$ cat config.mk
export PLATFORM = sky130hd
export DESIGN_NAME = seg7_display_driver
export DESIGN_NICKNAME = d
export VERILOG_FILES = /design/src/rtl/slot_display_pkg.sv /design/src/rtl/seg7_decode.sv /design/src/rtl/seg7_display_driver.sv
export SDC_FILE = /design/constraint.sdc
export NUM_CORES = 1
export LEC_CHECK = 0
export BUFFER_PORTS_ARGS = -buffer_cell sky130_fd_sc_hd__buf_2
export CORE_MARGIN = 2
export CORE_UTILIZATION = 45
export CTS_CLUSTER_SIZE = 12
export DETAILED_ROUTE_END_ITERATION = 10
export PLACE_DENSITY = 0.62
export SYNTH_ARGS = -nofsm -noshare
export SYNTH_HDL_FRONTEND = slang
export SYNTH_SLANG_ARGS = --single-unit
$ cat constraint.sdc
create_clock -name gameClk -period 5.5 [get_ports gameClk]
set_input_delay 0.275 -clock gameClk [delete_from_list [all_inputs] [get_ports gameClk]]
set_output_delay 0.275 -clock gameClk [all_outputs]
set_load 0.02 [all_outputs]
$ cat src/rtl/slot_display_pkg.sv
// slot_display_pkg: shared types and constants for the slot machine display back-end
//   state_e        converter FSM states
//   VALUE_W        binary input width, NUM_DIGITS display digits, BCD_W packed BCD width
//   SEG_*          active-low {g,f,e,d,c,b,a} patterns
//   bcd_add3       add-3 correction applied before each shift of the converter
package slot_display_pkg;

    typedef enum logic [1:0] {IDLE, SHIFT, DONE} state_e;

    localparam int unsigned VALUE_W    = 11;
    localparam int unsigned NUM_DIGITS = 4;
    localparam int unsigned BCD_W      = 4 * NUM_DIGITS;

    localparam logic [6:0] SEG_BLANK = 7'b1111111;
    localparam logic [6:0] SEG_0     = 7'b1000000;
    localparam logic [6:0] SEG_1     = 7'b1111001;
    localparam logic [6:0] SEG_2     = 7'b0100100;
    localparam logic [6:0] SEG_3     = 7'b0110000;
    localparam logic [6:0] SEG_4     = 7'b0011001;
    localparam logic [6:0] SEG_5     = 7'b0010010;
    localparam logic [6:0] SEG_6     = 7'b0000010;
    localparam logic [6:0] SEG_7     = 7'b1111000;
    localparam logic [6:0] SEG_8     = 7'b0000000;
    localparam logic [6:0] SEG_9     = 7'b0010000;

    function automatic logic [BCD_W-1:0] bcd_add3(input logic [BCD_W-1:0] b);
        for (int i = 0; i < NUM_DIGITS; i++)
            bcd_add3[4*i +: 4] = b[4*i +: 4] >= 4'd5 ? b[4*i +: 4] + 4'd3 : b[4*i +: 4];
    endfunction

endpackage

$ cat src/rtl/seg7_decode.sv
// seg7_decode: BCD digit to active-low seven-segment pattern
//   digit_i  4-bit digit (values above 9 render blank)
//   blank_i  force all segments off
//   seg_o    {g,f,e,d,c,b,a}, active-low
module seg7_decode
    import slot_display_pkg::*;
(
    input  logic [3:0] digit_i,
    input  logic       blank_i,
    output logic [6:0] seg_o
);

    always_comb begin
        seg_o = SEG_BLANK;
        if (!blank_i) begin
            case (digit_i)
                4'd0:    seg_o = SEG_0;
                4'd1:    seg_o = SEG_1;
                4'd2:    seg_o = SEG_2;
                4'd3:    seg_o = SEG_3;
                4'd4:    seg_o = SEG_4;
                4'd5:    seg_o = SEG_5;
                4'd6:    seg_o = SEG_6;
                4'd7:    seg_o = SEG_7;
                4'd8:    seg_o = SEG_8;
                4'd9:    seg_o = SEG_9;
                default: seg_o = SEG_BLANK;
            endcase
        end
    end

endmodule

$ cat src/rtl/seg7_display_driver.sv
// seg7_display_driver: binary to BCD converter plus 4-digit multiplexed seven-segment scanner
//   gameClk            system clock
//   rst_n              asynchronous active-low reset
//   number_to_display  11-bit unsigned value
//   seg                active-low segments {g,f,e,d,c,b,a}
//   an                 active-low one-hot digit enables, an[0] = ones
//   conv_done          one-cycle pulse while new digits are being committed
// Build option: SEG7_LEADING_ZERO_BLANK_EN blanks leading zero digits (ones digit always shown).
module seg7_display_driver
    import slot_display_pkg::*;
#(
    parameter int unsigned REFRESH_DIV = 50000
) (
    input  logic               gameClk,
    input  logic               rst_n,
    input  logic [VALUE_W-1:0] number_to_display,
    output logic [6:0]         seg,
    output logic [3:0]         an,
    output logic               conv_done
);

    localparam logic [15:0] REF_MAX = 16'(REFRESH_DIV - 1);

    state_e             state_q;
    logic [VALUE_W-1:0] bin_q, last_q;
    logic [BCD_W-1:0]   bcd_q, digits_q, bcd_adj;
    logic [3:0]         cnt_q;
    logic               init_q, conv_done_q, scan_en_q;
    logic [15:0]        refresh_q, refresh_d;
    logic [1:0]         idx_q, idx_d;
    logic [3:0]         an_q;
    logic [6:0]         seg_q, seg_d;
    logic [3:0]         digit;
    logic               blank, wrap;

    assign bcd_adj = bcd_add3(bcd_q);

    // The binary register rotates instead of shifting in zeros, so after the
    // last shift it again holds the captured value and doubles as last_value.
    always_ff @(posedge gameClk or negedge rst_n) begin
        if (!rst_n) begin
            state_q     <= IDLE;
            bin_q       <= '0;
            bcd_q       <= '0;
            cnt_q       <= '0;
            last_q      <= '0;
            init_q      <= 1'b1;
            digits_q    <= '0;
            conv_done_q <= 1'b0;
            scan_en_q   <= 1'b0;
        end else begin
            conv_done_q <= 1'b0;
            case (state_q)
                IDLE: begin
                    if (number_to_display != last_q || init_q) begin
                        bin_q   <= number_to_display;
                        bcd_q   <= '0;
                        cnt_q   <= '0;
                        state_q <= SHIFT;
                    end
                end
                SHIFT: begin
                    bcd_q <= {bcd_adj[BCD_W-2:0], bin_q[VALUE_W-1]};
                    bin_q <= {bin_q[VALUE_W-2:0], bin_q[VALUE_W-1]};
                    cnt_q <= cnt_q + 1'b1;
                    if (cnt_q == 4'(VALUE_W - 1)) begin
                        state_q     <= DONE;
                        conv_done_q <= 1'b1;
                    end
                end
                DONE: begin
                    digits_q  <= bcd_q;
                    last_q    <= bin_q;
                    init_q    <= 1'b0;
                    scan_en_q <= 1'b1;
                    state_q   <= IDLE;
                end
                default: state_q <= IDLE;
            endcase
        end
    end

    always_comb begin
        wrap      = refresh_q == REF_MAX;
        refresh_d = wrap ? '0 : refresh_q + 1'b1;
        idx_d     = wrap ? idx_q + 1'b1 : idx_q;
        digit     = digits_q[{idx_q, 2'b00} +: 4];
`ifdef SEG7_LEADING_ZERO_BLANK_EN
        blank     = idx_q != 2'd0 && (digits_q >> {idx_q, 2'b00}) == '0;
`else
        blank     = 1'b0;
`endif
    end

    seg7_decode u_decode (
        .digit_i (digit),
        .blank_i (blank),
        .seg_o   (seg_d)
    );

    // Scanning stays frozen (all digits off) until the first commit.
    always_ff @(posedge gameClk or negedge rst_n) begin
        if (!rst_n) begin
            refresh_q <= '0;
            idx_q     <= '0;
            an_q      <= 4'b1111;
            seg_q     <= SEG_BLANK;
        end else if (scan_en_q) begin
            refresh_q <= refresh_d;
            idx_q     <= idx_d;
            an_q      <= ~(4'b0001 << idx_q);
            seg_q     <= seg_d;
        end
    end

    assign seg       = seg_q;
    assign an        = an_q;
    assign conv_done = conv_done_q;

endmodule

==> results of run 1 <==
## through the flow
step	hold slack, ps	cell area [um^2]	util [%]	cells	power (mW)
after floorplan	-20.6	4620	-	435	1.94
after global placement	175	4820	48.9	572	2.15
after detailed placement	175	4820	48.9	572	2.19
after CTS	328	5060	51.3	589	2.70
after global routing	339	5060	51.3	589	2.92
final	336	5060	51.3	589	2.68
## cell type report
class,count,area (um^2)
Multi-Input combinational cell,295,2100
Clock buffer,10,138
Fill cell,886,4810
Sequential cell,92,2320
Timing Repair Buffer,27,148
Inverter,26,97.6
Tap cell,133,166
Clock inverter,6,86.3
## state kept, by name, summed over array words and instances, names as in the netlist
signal     cells
bin_q         11
last_q        11
refresh_q     16
cnt_q          4
digits_q      16
state_q        2
seg            7
an             4
scan_en_q      1
bcd_q         16
conv_done      1
init_q         1
idx_q          2
## power groups by stage
stage,combinational [mW],clock [mW],sequential [mW]
after floorplan,0.768,0,1.17
after global placement,0.934,0,1.22
after detailed placement,0.960,0,1.22
after CTS,0.965,0.521,1.21
after global routing,1.10,0.554,1.26
final,0.955,0.504,1.22
## critical path: cells and delay by family (launching register included)
kind	cells	cell delay, ps
AOI/OAI and AO/OA	2	1150
and+or+nand+nor	2	760
DFF	1	390
xor gates and xnor gates	1	180
## final timing paths
| check | start | endpoint | slack [ps] | cells past startpoint |
|---|---|---|---|---|
| max reg2reg | last_q[6] | cnt_q[3] | 2960 | 5 |
| min reg2reg | an[2] | an[2] | 470 | 2 |
| max in group asynchronous | rst_n | refresh_q[3] | 4010 | 3 |
| max | last_q[6] | cnt_q[3] | 2960 | 5 |
| min | rst_n | bin_q[2] | 340 | 2 |
| min in group gameClk | number_to_display[9] | bin_q[9] | 350 | 4 |
## logic make-up after synthesis
| logic type | after synthesis | share of synthesized area, % |
|---|---|---|
| AND/OR/NAND/NOR | 128 | 14.1 |
| flip-flops | 92 | 50.2 |
| AO/OA/AOI/OAI | 86 | 12.0 |
| buffers and inverters | 48 | 4.25 |
| multiplexers | 33 | 8.75 |
| XOR/XNOR | 28 | 5.31 |
| adder cells (fa/ha/maj) | 20 | 5.42 |
## metal layers
metal  track usage [%]  wire length (um)
met1              25.4              4380
met2              24.7              3690
met3              4.51               365
met4              4.76                83
met5                 0                 0
## layout by cell type, fill, tap and decap left out, types with 6 or more instances in the layout
cell and instances:
sky130_fd_sc_hd__dfrtp_1 80, sky130_fd_sc_hd__nand2_1 39, sky130_fd_sc_hd__nor2_1 28, sky130_fd_sc_hd__inv_1 26
sky130_fd_sc_hd__o21ai_0 26, sky130_fd_sc_hd__buf_2 23, sky130_fd_sc_hd__ha_1 20, sky130_fd_sc_hd__mux2_2 19
sky130_fd_sc_hd__xor2_1 18, sky130_fd_sc_hd__a21oi_1 17, sky130_fd_sc_hd__nand2b_1 14, sky130_fd_sc_hd__dfstp_2 12
sky130_fd_sc_hd__mux2i_1 10, sky130_fd_sc_hd__xnor2_1 10, sky130_fd_sc_hd__o22ai_1 10, sky130_fd_sc_hd__clkbuf_8 10
sky130_fd_sc_hd__nor2b_1 9, sky130_fd_sc_hd__a22o_1 8, sky130_fd_sc_hd__nand3_1 7, sky130_fd_sc_hd__o22a_1 6
==> run summary, run 1 <==
Input and output buffers added on the ports amount to 24. The worst-case vdd ir drop came out at 336 uV. The flow ran to the end, and the final reports show no timing, DRC or antenna violations. The tools report the sum of negative setup slack as 0 ps. The run gives 0 as the count of final hold-check violations.

The setup path with the least slack is of type flip-flop to flip-flop. By instance count, the leading cell after synthesis is sky130_fd_sc_hd__dfrtp_1. The number of antenna violations at the first check in global routing came out at 0.

For this run, design rule violations remaining after detail routing come to 0. In this run the power density over the cells is 529 nW/um^2. After floorplanning, the core was divided into 36 placement rows.

The net load switching power is 0.972 mW. The first global-routing pass estimated 15.2 mm of wire. The commonest cells after synthesis are sky130_fd_sc_hd__dfrtp_1, sky130_fd_sc_hd__nand2_1, sky130_fd_sc_hd__nor2_1. Sorting the synthesized cells by area gives the leading types as sky130_fd_sc_hd__dfrtp_1, sky130_fd_sc_hd__dfstp_2, sky130_fd_sc_hd__ha_1, sky130_fd_sc_hd__mux2_2, sky130_fd_sc_hd__xor2_1. The critical path goes through xor2_1, nor4_1, nand3_1, o21bai_1, a22o_1. 0 antenna diodes ended up in the layout. The final critical path takes up 46.2% of the cycle.

The proportion of layout cells with a drive suffix above 1 works out to 18.2%. The hold buffer count at cts is 1, and the total via count in the routed design is 3088. The type of element launching the critical path was a flip-flop. The max-slew violation count was 0; the count of cells resized by post-cts repair was 0. The critical path capture point type was a flip-flop. During synthesis, Yosys emitted a total of 0 warnings.

The netlist area before placement is 4620 um^2. The cell type with the highest aggregate area in the netlist was sky130_fd_sc_hd__dfrtp_1. Counting flops and latches in the post-synthesis netlist gives 92. The logs give 360 ps for the insertion delay of the later-clocked pin in the worst-skew pair and 35.7% for the share of power burned in combinational logic. The delay of the slowest cell on the worst path was 880 ps; the setup slack after placement was 2990 ps.

The tools report the achievable clock frequency as 393 MHz. Across the run, the number of max-cap violations was 0. For the remaining max-slew budget at the tightest pin, the log shows 41.1%. The final estimated routing congestion in global placement came out at 0.827. A synthesized cell averages 10.6 um^2. Classification of the worst-slack hold path: primary input to asynchronous set/reset pin. The run gives 50.2% as the sequential-to-total area share from yosys stat. The routed length per instance is 14.5 um.

The first TritonRoute pass finished after 4 iterations. Of the total power, the share spent switching nets is 36.3%. For this configuration, the core starts out at a cell density of 46.8%. Of all nets on the critical path, the largest fanout is 13. For the final-report setup violation count, the log shows 0.

The run gives 151 as the number of violations reported at the end of detailed-routing iteration 0. For this run the aggregate overflow at the end of global routing stands at 0. The die is 105 um tall. The die is 105 um wide. From synthesis to final layout, the design area changed by 9.51%. The area share of the largest cell type after synthesis was 43.3%.

The critical path's slowest cell was sky130_fd_sc_hd__o21bai_1. No sink is reached through more buffers than the 2 on the longest clock path. The die footprint was 11100 um^2. After clock tree synthesis, the clock-pin slew on the worst setup and hold paths is 90 ps. The run gives 3055 as the via count of the first global-routing pass. The number of nets in the synthesized netlist is 468.

In this run the clock root is driven by a sky130_fd_sc_hd__clkbuf_8. The run gives 9 as the number of buffers inserted during clock tree synthesis. The routed wire length is 8.52 mm, and the count of cell types in the netlist is 47. The detail route stage leaves a number of antenna-violating nets equal to 0. The total number of H-tree levels was 3.

Entering global routing, the biggest net connects 73 pins. The logs give 9860 um^2 for the placeable core region and 6.68 ps for the largest clock skew in the final design. Summed over all cells, the static leakage comes to 2.34 nW. Number of placed I/O pins: 25.

The layout net count was 484; the shortest period the worst path allows was 2540 ps. The overall routing resource usage is 17.1%, and the setup slack after layout is 2960 ps. Clock tree synthesis found a total of 92 sinks. Setup repair after global routing left no endpoint under its margin.

STA puts the critical path data required time at 5800 ps. TritonCTS built the clock tree. After clock tree synthesis, the setup repair step added 0 buffers. The dominant synthesized flop cell was sky130_fd_sc_hd__dfrtp_1.

The pin slew with the least headroom to its limit was 883 ps. The share of flip-flops with an asynchronous set or reset works out to 100%. The internal power of the cells totals 1.70 mW.

The power share of the clock group was 18.8%. The count of mapped cells out of synthesis is 435, and the sequential share of power is 45.5%. The HPWL after detailed placement is 5.92 mm. STA puts the critical path data arrival time at 2840 ps. The detailed-route vias per instance was 5.24; the count of flip-flops with a built-in enable after synthesis was 0.
Note: power is estimated with default switching activity, not from simulation.
==> inputs of run 2 (changes only) <==
PLACE_DENSITY = 0.64   (was 0.62)
clock period = 2.1 ns   (was 5.5 ns; I/O delays follow)
==> run summary, run 2 (synthesis gave the netlist of run 1 again) <==
The tools report the type of element launching the critical path as a flip-flop (unchanged). Cell-by-cell trace of the critical path: or4_4, nor4_2, and2_2, nand3b_1, o21ai_1 (was xor2_1, nor4_1, nand3_1, o21bai_1, a22o_1). The setup slack after layout was 143 ps (was 2960 ps); the core utilization of the finished layout was 52.7% (was 51.3%). The most common cell after layout, fill and taps aside was sky130_fd_sc_hd__dfrtp_1 (unchanged).

The logs give 4 (unchanged) for the number of iterations in the first detailed-routing pass and 55.0 ps (was 2990 ps) for the setup slack after placement. The post-route fraction of the period consumed by the critical path was 93.2% (was 46.2%). Setup repair after global routing left no endpoint under its margin.

The number of antenna violations at the first check in global routing is 0 (unchanged), and the maximum number of pins on one net before global-route repair is 40 (was 73). The synthesis-to-layout area growth came out at 12.5% (was 9.51%). The type of the worst setup path is flip-flop to flip-flop (unchanged). Final-report setup violation count: 0 (unchanged). The tools report the via count of the first global-routing pass as 3132 (was 3055). Leading cell types in the layout, fill and taps excluded: sky130_fd_sc_hd__dfrtp_1, sky130_fd_sc_hd__nand2_1, sky130_fd_sc_hd__nor2_1, sky130_fd_sc_hd__inv_1, sky130_fd_sc_hd__o21ai_0 (unchanged). The routed length per instance came out at 14.8 um (was 14.5 um). Number of buffers inserted during clock tree synthesis: 9 (unchanged).

For the required time at the endpoint of the critical path, the log shows 2360 ps (was 5800 ps). The detailed-route vias per instance is 5.27 (was 5.24), and the layout net count is 497 (was 484). The tools report the placeable core region as 9860 um^2 (unchanged).

TritonCTS built the clock tree. The family of cells with the greatest summed delay on the critical path was simple AND/OR/NAND/NOR gates (was compound AO/OA/AOI/OAI gates). Critical path's slowest cell: sky130_fd_sc_hd__or4_4 (was sky130_fd_sc_hd__o21bai_1).

The vertical die dimension came out at 105 um (unchanged). The delay of the slowest cell on the worst path works out to 530 ps (was 880 ps). The number of buffers added on ports works out to 24 (unchanged). The share of power burned in combinational logic came out at 36.7% (was 35.7%). The critical path capture point type is a flip-flop (unchanged).

The net load switching power was 2.57 mW (was 0.972 mW). In this run the most critical hold path is launched from number_to_display[8]. The logs give 4950 um^2 (was 4820 um^2) for the total cell area at the placement stage and 92 (unchanged) for the number of clock sinks. The total via count in the routed design was 3172 (was 3088); the number of placed I/O pins was 25 (unchanged). Pin slew with the least headroom to its limit: 610 ps (was 883 ps). The sequential share of power is 44.1% (was 45.5%). The logs give 3 (unchanged) for the total number of H-tree levels and 0.807 (was 0.827) for the final estimated routing congestion in global placement.

The sum of net half-perimeters after detailed placement was 6.39 mm (was 5.92 mm). The power share of the clock group was 19.2% (was 18.8%). Count of final hold-check violations: 0 (unchanged). The logs give 59.3% (was 41.1%) for the remaining max-slew budget at the tightest pin and 2220 ps (was 2840 ps) for the worst path arrival time. For the leakage power summed over all cells, the log shows 2.43 nW (was 2.34 nW). The worst-case vdd ir drop was 619 uV (was 336 uV). The post-route cell area was 5190 um^2 (was 5060 um^2). The buffers plus inverters on the worst setup path is 0 (unchanged). The tools report the sum of negative setup slack as 0 ps (unchanged). The starting utilization of the core area was 46.8% (unchanged); the overall routing resource usage was 17.6% (was 17.1%). For the site row count, the log shows 36 (unchanged). The insertion delay of the later-clocked pin in the worst-skew pair was 370 ps (was 360 ps); the proportion of layout cells with a drive suffix above 1 was 20.9% (was 18.2%). The switching share of power is 36.0% (was 36.3%). Classification of the worst-slack hold path: primary input to flip-flop (was primary input to asynchronous set/reset pin). The routed wire length is 8.91 mm (was 8.52 mm), and the global-route congestion overflow total is 0 (unchanged).

The run gives 0 (unchanged) as the remaining antenna violation count. The number of violations reported at the end of detailed-routing iteration 0 is 125 (was 151). The largest clock skew in the final design is 7.09 ps (was 6.68 ps), and the shortest period the worst path allows is 1960 ps (was 2540 ps).

Critical path startpoint: refresh_q[11] (was last_q[6]). The tools report the wire length of the first global-routing pass as 15.4 mm (was 15.2 mm). The buffer type at the clock tree root was sky130_fd_sc_hd__clkbuf_8 (unchanged). Power per standard cell area: 1380 nW/um^2 (was 529 nW/um^2). The number of antenna repair diodes came out at 0 (unchanged). The tools report the max-slew violation count as 0 (unchanged). Horizontal die dimension: 105 um (unchanged).

The launch point of the worst reg-to-reg path was refresh_q[11] (was last_q[6]). Achievable clock frequency: 511 MHz (was 393 MHz). Maximum fanout encountered on the critical timing path: 10 (was 13). The max-cap check violation count came out at 0 (unchanged).

The clock transition at the register clock pins on the worst setup and hold paths after CTS was 80 ps (was 90 ps); the count of unresolved DRC violations after routing was 0 (unchanged). The die footprint was 11100 um^2 (unchanged). Registers with the most flip-flops: bcd_q x16, digits_q x16, refresh_q x16 (unchanged). The internal power component came out at 4.57 mW (was 1.70 mW). The flow ran to the end, and the final reports show no timing, DRC or antenna violations. The maximum number of buffers from clock root to sink is 2 (unchanged).
## run 2: worst paths after layout
check	endpoint	slack, ps	cells past startpoint
min in group asynchronous	bin_q[0]	200	2
worst min-delay path	bin_q[8]	170	4
max in group asynchronous	seg[2]	1260	3
worst max register to register	refresh_q[15]	140	5
worst min register to register	an[2]	470	2
worst max-delay path	refresh_q[15]	140	5
## run 2: layout make-up
cell class | instances | area [um^2]
fill | 861 | 4670
clock buffer | 12 | 165
multi-input combinational | 295 | 2110
timing repair buffer | 40 | 270
tap | 133 | 166
sequential | 92 | 2320
clock inverter | 4 | 70.1
inverter | 26 | 97.6
## run 2: power groups by stage
stage | Sequential, mW | Combinational [mW] | Clock (mW)
CTS | 3.15 | 2.65 | 1.41
detailed placement | 3.18 | 2.62 | 0
finish | 3.15 | 2.62 | 1.37
global route | 3.26 | 2.99 | 1.48
floorplan | 3.06 | 2.01 | 0
global placement | 3.15 | 2.53 | 0
## run 2: tightest hold or removal path: stages
cell                      delay [ps]
sky130_fd_sc_hd__buf_2           100
sky130_fd_sc_hd__nand2_1          50
sky130_fd_sc_hd__mux2i_1         130
sky130_fd_sc_hd__a221o_1         120
## run 2: per-stage QoR
stage | hold WS (ps) | power [mW] | instances
final | 169 | 7.14 | 602
after CTS | 147 | 7.21 | 602
after detailed placement | 71.7 | 5.81 | 585
after floorplan | -191 | 5.07 | 435
after global placement | 62.8 | 5.68 | 585
after global routing | 171 | 7.74 | 602
## run 2: metal layers
layer | GRT usage [%] | routed length, um | vias to the layer above | part of all wire (%)
li1 | - | - | 1558 | -
met1 | 25.7 | 4510 | 1565 | 51
met2 | 25.9 | 4030 | 39 | 45
met3 | 4.89 | 274 | 10 | 3.1
met4 | 4.86 | 100 | 0 | 1.1
met5 | 0 | 0 | - | 0
## run 2: timing repair
item / in CTS / in global routing
setup buffers: 0 / 0
hold endpoints to repair: 28 / 0
hold buffers: 1 / 0
resized for setup: 0 / 2
setup endpoints to repair: 0 / 5
